===== src/rtl/sseg_scan_ctrl.sv =====
// ---------------------------------------------------------------------------
// sseg_scan_ctrl
//
// Scan controller for a 4-digit common-anode 7-segment display.
// Each digit gets a slot of SCAN_DIV clocks. The first GUARD clocks of every
// slot keep all digits dark to prevent ghosting. Values written with `load`
// wait in a shadow register. They move to the displayed (active) register
// only at the end of digit 3's slot, so a frame never mixes old and new data.
//
// Optional build macro: SSEG_DIM_EN
//   When defined, the module adds the `bright` input and a free-running 4-bit
//   PWM counter. An enabled digit is lit only while pwm <= bright.
//   When undefined, every enabled digit stays lit for its whole slot. This is
//   the same behaviour as bright = 15.
//
// Ports
//   clk         in   system clock
//   rst         in   synchronous active-high reset
//   din[15:0]   in   hex value, din[3:0] = digit 0 (rightmost)
//   dp_in[3:0]  in   per-digit decimal point, 1 = lit
//   blank_in[3:0] in per-digit blank, 1 = digit dark
//   load        in   1-cycle strobe capturing din/dp_in/blank_in
//   bright[3:0] in   (SSEG_DIM_EN only) brightness, 15 = full on
//   pending     out  shadow holds data not yet committed
//   frame_tick  out  1-cycle pulse in the cycle after each commit point
//   sseg[7:0]   out  active-low segments {dp,g,f,e,d,c,b,a}
//   en_dig[3:0] out  active-low digit enables
// ---------------------------------------------------------------------------
module sseg_scan_ctrl #(
  parameter int SCAN_DIV = 50000,
  parameter int GUARD    = 4
) (
  input  logic        clk,
  input  logic        rst,
  input  logic [15:0] din,
  input  logic [3:0]  dp_in,
  input  logic [3:0]  blank_in,
  input  logic        load,
`ifdef SSEG_DIM_EN
  input  logic [3:0]  bright,
`endif
  output logic        pending,
  output logic        frame_tick,
  output logic [7:0]  sseg,
  output logic [3:0]  en_dig
);

  localparam int CNT_W = (SCAN_DIV > 1) ? $clog2(SCAN_DIV) : 1;

  // Hex to active-low {g,f,e,d,c,b,a}
  function automatic logic [6:0] f_hex2seg(input logic [3:0] v);
    logic [6:0] seg;
    case (v)
      4'h0: seg = 7'h40;
      4'h1: seg = 7'h79;
      4'h2: seg = 7'h24;
      4'h3: seg = 7'h30;
      4'h4: seg = 7'h19;
      4'h5: seg = 7'h12;
      4'h6: seg = 7'h02;
      4'h7: seg = 7'h78;
      4'h8: seg = 7'h00;
      4'h9: seg = 7'h10;
      4'hA: seg = 7'h08;
      4'hB: seg = 7'h03;
      4'hC: seg = 7'h46;
      4'hD: seg = 7'h21;
      4'hE: seg = 7'h06;
      default: seg = 7'h0E;
    endcase
    return seg;
  endfunction

  logic [CNT_W-1:0] r_cnt;
  logic [1:0]       r_idx;
  logic [15:0]      r_shadow_din;
  logic [3:0]       r_shadow_dp;
  logic [3:0]       r_shadow_blank;
  logic [15:0]      r_active_din;
  logic [3:0]       r_active_dp;
  logic [3:0]       r_active_blank;
  logic             r_pending;
  logic             r_frame_tick;
  logic [7:0]       r_sseg;
  logic [3:0]       r_en_dig;

  logic             w_tc;
  logic             w_commit;
  logic             w_guard;
  logic             w_show;
  logic             w_lit;
  logic [3:0]       w_digit;
  logic [7:0]       w_sseg_next;
  logic [3:0]       w_en_next;

  assign w_tc     = (r_cnt == CNT_W'(SCAN_DIV - 1));
  assign w_commit = w_tc && (r_idx == 2'd3);
  assign w_guard  = (r_cnt < CNT_W'(GUARD));
  assign w_digit  = r_active_din[{r_idx, 2'b00} +: 4];
  // The digit shows a pattern when the guard has passed and the digit is not blanked.
  assign w_show   = !w_guard && !r_active_blank[r_idx];

`ifdef SSEG_DIM_EN
  logic [3:0] r_pwm;

  always_ff @(posedge clk) begin
    if (rst) begin
      r_pwm <= 4'd0;
    end else begin
      r_pwm <= r_pwm + 4'd1;
    end
  end

  // PWM gates only the digit enable. The segment bus keeps its pattern.
  assign w_lit = w_show && (r_pwm <= bright);
`else
  assign w_lit = w_show;
`endif

  assign w_sseg_next = w_show ? {~r_active_dp[r_idx], f_hex2seg(w_digit)} : 8'hFF;

  // One-hot-low enable. Only the bit matching r_idx can go low.
  genvar gi;
  generate
    for (gi = 0; gi < 4; gi++) begin : g_en
      assign w_en_next[gi] = ~(w_lit && (r_idx == 2'(gi)));
    end
  endgenerate

  always_ff @(posedge clk) begin
    if (rst) begin
      r_cnt          <= '0;
      r_idx          <= 2'd0;
      r_shadow_din   <= 16'h0000;
      r_shadow_dp    <= 4'h0;
      r_shadow_blank <= 4'h0;
      r_active_din   <= 16'h0000;
      r_active_dp    <= 4'h0;
      r_active_blank <= 4'h0;
      r_pending      <= 1'b0;
      r_frame_tick   <= 1'b0;
      r_sseg         <= 8'hFF;
      r_en_dig       <= 4'hF;
    end else begin
      r_cnt <= w_tc ? '0 : r_cnt + 1'b1;
      if (w_tc) begin
        r_idx <= r_idx + 2'd1;
      end
      r_frame_tick <= w_commit;

      if (w_commit) begin
        r_pending <= 1'b0;
        if (load) begin
          // A load that lands on the commit point bypasses the shadow,
          // so digit 0 of the next frame already shows it.
          r_active_din   <= din;
          r_active_dp    <= dp_in;
          r_active_blank <= blank_in;
          r_shadow_din   <= din;
          r_shadow_dp    <= dp_in;
          r_shadow_blank <= blank_in;
        end else begin
          r_active_din   <= r_shadow_din;
          r_active_dp    <= r_shadow_dp;
          r_active_blank <= r_shadow_blank;
        end
      end else if (load) begin
        r_shadow_din   <= din;
        r_shadow_dp    <= dp_in;
        r_shadow_blank <= blank_in;
        r_pending      <= 1'b1;
      end

      r_sseg   <= w_sseg_next;
      r_en_dig <= w_en_next;
    end
  end

  assign pending    = r_pending;
  assign frame_tick = r_frame_tick;
  assign sseg       = r_sseg;
  assign en_dig     = r_en_dig;

endmodule


===== config.mk =====
export PLATFORM = sky130hd
export DESIGN_NAME = sseg_scan_ctrl
export DESIGN_NICKNAME = d
export VERILOG_FILES = /design/src/rtl/sseg_scan_ctrl.sv
export SDC_FILE = /design/constraint.sdc
export NUM_CORES = 1
export LEC_CHECK = 0
export ABC_AREA = 1
export CAP_MARGIN = 20
export CORE_ASPECT_RATIO = 0.9
export CORE_MARGIN = 1
export CORE_UTILIZATION = 50
export DETAILED_ROUTE_END_ITERATION = 10
export GPL_TIMING_DRIVEN = 0
export MAX_ROUTING_LAYER = met4
export PLACE_DENSITY = 0.74
export SLEW_MARGIN = 10
export SYNTH_ARGS = -nofsm -noshare
export SYNTH_HDL_FRONTEND = slang
export SYNTH_SLANG_ARGS = --single-unit

===== constraint.sdc =====
create_clock -name clk -period 1.6 [get_ports clk]
set_input_delay 0.32 -clock clk [delete_from_list [all_inputs] [get_ports clk]]
set_output_delay 0.32 -clock clk [all_outputs]
set_load 0.03 [all_outputs]

# After elaboration in Yosys (flattened, before gate mapping)
# Memory sizes are Yosys's and may differ from the RTL's. A register that Yosys moved wholly into a read port is not among the register bits.
# Cells that the tools add are included.
word_totals:
  register_bits: 80
  elab_cells: 47
  in_bits: 27
  memories: 1
  rom_bits: 112
op_classes:
  shifts: 1
  order_cmp: 2
  mux: 7
  n_reduce_logical: 12
  addsub: 2
  n_bitwise: 6
  n_eq_ne: 4
mem_list:
  columns: ["name", "words", "word_bits", "rd", "rd_ports_with_merged_regs", "write_ports", "line_no", "source"]
  rows:
  - ["(no name shown)", 16, 7, 1, 1, 0, "53", "case (v)"]
ops:
  columns: ["op", "n"]
  rows:
  - ["adder 16 x 1 -> 16 bit, second input constant", 1]
  - ["== test 16 bit, second input constant", 1]
  - ["< comparator 16 x 3 -> 1 bit, second input constant", 1]
  - ["2-to-1 mux 16 bit", 1]
  - ["indexed part select 16 x 5 -> 4 bit", 1]
  - ["2-to-1 mux 4 bit", 2]
  - ["logical AND 1 bit", 6]
  - ["NOT 1 bit", 6]
  - ["OR reduction 2 bit", 3]
  - ["binary-select mux 1 bit (select 2 bit)", 2]
  - ["== test 2 bit, second input constant", 2]
  - ["< comparator 2 x 3 -> 1 bit, second input constant", 1]
  - ["adder 2 x 1 -> 2 bit, second input constant", 1]
  - ["== test 2 x 1 -> 1 bit, second input constant", 1]
  - ["logical NOT 1 bit", 2]
  - ["logical NOT 2 bit", 1]
  - ["2-to-1 mux 1 bit", 2]

# Depth between registers and ports, before layout
logic_depth:
  ltp_word: 6
  mapped_depth: 11

# Worst setup path before layout
# Ideal clock, no wire load.
synth_timing:
  kind: "register to register"
  from: "reg r_idx[0]"
  to: "reg r_sseg[0] (netlist: sseg[0])"
  t_required_ns: 1.476
  setup_slack_ns: -0.037
  n_path_buf: 1
  path_stages_with_launch: 12
  arrival_time_ns: 1.513
  cell_sequence: "dfxtp_1 > inv_2 > buf_4 > nand2_1 > nand3_1 > nand2_1 > inv_1 > ha_1 > inv_1 > nand3_1 > nand3_1 > nand3_1"
synth_between:
  elab_chain_cells: 6
  word_cells_on_any_way: 7
synth_lines:
  columns: ["item", "line_no", "source"]
  rows:
  - ["start, declared", "75", "logic [1:0] r_idx;"]
  - ["start signal, assigned", "147", "r_idx <= r_idx + 2'd1;"]
  - ["binary-select mux 1 bit (select 2 bit)", "101", "assign w_show = !w_guard && !r_active_blank[r_idx];"]
  - ["2-to-1 mux 1 bit (implied by the code)", "101", null]
  - ["logical NOT 1 bit", "101", null]
  - ["logical AND 1 bit", "101", null]
  - ["NOT 1 bit (no source line)", null, null]
  - ["OR reduction 2 bit (no source line)", null, null]
  - ["end, declared", "84", "logic [7:0] r_sseg;"]
# Parallel ways exist; a longest one is shown, timed or not. The select of a mux whose other input is x is not followed.
# A chain may end at the register's enable or synchronous reset.

# Worst setup path after layout
layout_timing:
  from: "reg r_idx[0]"
  to: "reg r_sseg[5] (netlist: sseg[5])"
# Same word-level chain as after synthesis.

==> results list <==
- Clock-pin slew was measured on the worst setup and hold paths at 80 ps.
* Time the final worst path needs with I/O delays and setup: 1530 ps
- Fraction of final layout cells sized beyond drive strength 1: 0.132
- The worst hold path belongs to the class in2reg.
- Half-perimeter wire length after detailed placement: 6320 microns
- Counting both buffers and inverters, the worst setup path holds a total of 2.
- WL met3: 415 microns
- The repair_antennas step left the layout with diodes totalling 0.
* Cell variety after synth: 28
- First-pass DRT Iterations: 4
- Buffers inserted during clock tree synthesis total 9.
- Leakage power: 0.00220 uW
- Placer congestion estimate: 0.876
- From synthesis to final layout, the design area changed by 20.5%.
* Hold violation total from the final report: 0
- The number of nets handed over by synthesis was 586.
- Met1 Routed Length: 4060 microns
* Design area: 4790 sq um
* Clock sink count: 80
* Total Die Area: 8310 sq um
- The share of the Yosys chip area taken by registers is 0.403.
* Cell row count: 30
* Final net count: 638
* Detailed-route vias per instance: 5.02
- In the global route stage, overall resource usage came out at 0.232.
- The H-tree was split into 3 levels.
* Worst Setup End Kind: flip-flop
* Post-synth top area share: 0.403
- Max-slew violation total from the final report: 0
* Number of buffers inserted by hold repair at cts: 0
* Remaining global-route overflow: 0
* Post-synthesis async set-or-reset flop share: 0
- Slew of the pin with the lowest slew margin: 484 ps
- Antenna violation net count after detailed routing: 0
* Violation count after the first detailed-routing iteration: 178
* Crit Path Category: reg2reg
- Max-capacitance violation count: 0
- For the final database, setup skew stands at 7.45 ps.
- At the placement stage, the worst setup path has a slack of -253 ps.
- Mean Syn Cell Area: 7.25 sq um
- Global-route wire length before repair: 14400 microns
- Data on the critical path is required at its endpoint by 1830 ps.
- Number of global-route vias before repair: 3196
* Maximum number of pins on one net before global-route repair: 15
- Among all stages on the critical path, the largest delay is contributed by dfxtp_4.
* Critical Path Max Stage Delay: 380 ps
- Summed over all failing endpoints, the final setup total negative slack is 0 ps.
- Nature of the critical path startpoint: flip-flop
- Data arrives at the worst endpoint at 1760 ps.
- Initial core utilization: 0.522
* Worst rel slew slack: 0.678
* Cell class contributing the biggest share of worst-path delay: simple AND/OR/NAND/NOR gates
* Top-level port count: 41
* Most numerous cell in the Yosys netlist: nand2_1
- The critical path goes through buf_8, nand2_1, nand3_2, nand2_4, inv_2, ha_2, nand3_2, nand2_1, nand2_1, nand3_1.
- Leading cell types by count after synthesis: nand2_1, dfxtp_1, inv_1
- The Yosys step of the flow raised 0 warnings.
- Yosys top cell by area: dfxtp_1
- Synth top area cells: dfxtp_1, nand2_1, nand3_1
* Chip Width: 96.0 microns
- The die is 86.6 microns tall.
- In this run the cell area of the synthesized design comes to 3970 sq um.
* Synthesized instance count: 548
- Routed signal wires occupy layers up through met4.
- Among the stages of the critical path, the cell type that occurs most often is nand2_1.
- TritonCTS built the clock tree.
* Number of buffers between clock root and the deepest sink: 2
* Result of the run: finished clean
- Setup violations remaining at the end of the flow were counted as 0.
* Flop and latch count out of synthesis: 80
- Top_reg_cell synth: dfxtp_1
- Initial antenna violation count: 0
* Final worst-path setup slack: 68.7 ps
- Summing over every cut layer, the via total after detailed routing is 3518.
- For this run, design rule violations remaining after detail routing come to 0.
* Total power: 3910 uW
* Root Buffer Master: clkbuf_8
* Largest vdd supply drop: 447 uV
- Count of input and output buffers: 38
- Wire length on met2: 3870 microns
* Count of flip-flops with a built-in enable after synthesis: 0
* Source-to-sink clock delay at the later pin of the worst-skew pair: 350 ps
- Maximum fanout encountered on the critical timing path: 10
- The core region is 7620 sq um.
* Final clock period utilization by the worst path: 0.957
- The tightest hold path in the finished design has a slack of 308 ps.
- Derived from the worst setup path, the maximum achievable clock frequency is 0.653 GHz.
- After detailed routing, the average wire length per cell comes to 12.1 microns.
- Power density relative to cell area: 817 nW/um^2
- After detailed placement, the total cell area comes to 4480 sq um.
- WL final: 8510 microns
==> metrics by stage <==
step,std cells,util
5_1_grt,701,0.628
2_1_floorplan,548,-
3_3_place_gp,682,0.587
6_report,701,0.628
3_5_place_dp,682,0.587
4_1_cts,699,0.616
==> cells in the final DEF (no fill, tap or decap), drive strengths merged <==
master	count
a21oi	13
a22oi	1
buf	22
bufinv	1
clkbuf	17
clkdlybuf4s50	24
clkinv	1
clkinvlp	1
dfxtp	80
dlygate4sd2	14
ha	11
inv	84
nand2	141
nand3	66
nand4	29
nor2	68
nor3	2
o21a	24
o21ai	1
or2	1
xor2	4
==> flip-flops by register name, indices dropped and copies added, names as in the netlist <==
| signal | flops |
|---|---|
| sseg | 8 |
| r_shadow_din | 16 |
| frame_tick | 1 |
| r_idx | 2 |
| r_active_din | 16 |
| pending | 1 |
| r_cnt | 16 |
| r_active_blank | 4 |
| en_dig | 4 |
| r_shadow_dp | 4 |
| r_shadow_blank | 4 |
| r_active_dp | 4 |
==> final timing paths <==
check,start,end,slack [ps],cells past startpoint
setup / recovery,r_idx[0],sseg[5],70,10
hold / removal,rst,r_shadow_blank[0],310,2
setup reg to reg,r_idx[0],sseg[5],70,10
hold reg to reg,r_cnt[0],r_cnt[0],420,1
==> report_power, final <==
group	internal [uW]	switching, uW	leakage, uW
clock network	810	722	0.000103
registers	2040	18.3	0.000654
logic	149	171	0.00145
==> cells by family (layout without fill, tap and decap cells) <==
| group | after synthesis | in the layout | share of synthesized area |
|---|---|---|---|
| compound gates | 39 | 39 | 0.0649 |
| xor+xnor | 4 | 4 | 0.00882 |
| fa+ha+maj | 11 | 11 | 0.0346 |
| buf+inv | 107 | 164 | 0.128 |
| flops | 80 | 80 | 0.403 |
| simple gates | 307 | 307 | 0.360 |
==> metal layers <==
metal / vias up / global-route usage
li1: 1838 / -
met1: 1582 / 0.303
met2: 83 / 0.357
met3: 15 / 0.0482
met4: 0 / 0.0787
met5: - / -
==> worst reg2reg max path, cell delays in order, from the launching register on <==
cell,delay (ps)
dfxtp_4,380
buf_8,140
nand2_1,80
nand3_2,90
nand2_4,130
inv_2,60
ha_2,190
nand3_2,100
nand2_1,80
nand2_1,70
nand3_1,80
==> what timing repair did <==
| item | in CTS | in global routing |
|---|---|---|
| pin swaps | 2 | 5 |
| buffers inserted | 2 | 2 |
| setup endpoints to repair | 21 | 38 |
| gates resized for setup | 24 | 19 |
==> cell type report <==
type | instances | area (sq um)
fillers | 706 | 2830
multi-input cells | 361 | 1930
flip-flops and latches | 80 | 1610
repair buffers | 42 | 393
inverters | 83 | 319
plain buffers | 23 | 209
clock buffers | 12 | 155
well taps | 96 | 120
clock inverters | 4 | 51.3
Power figures use the tool's default switching activity.
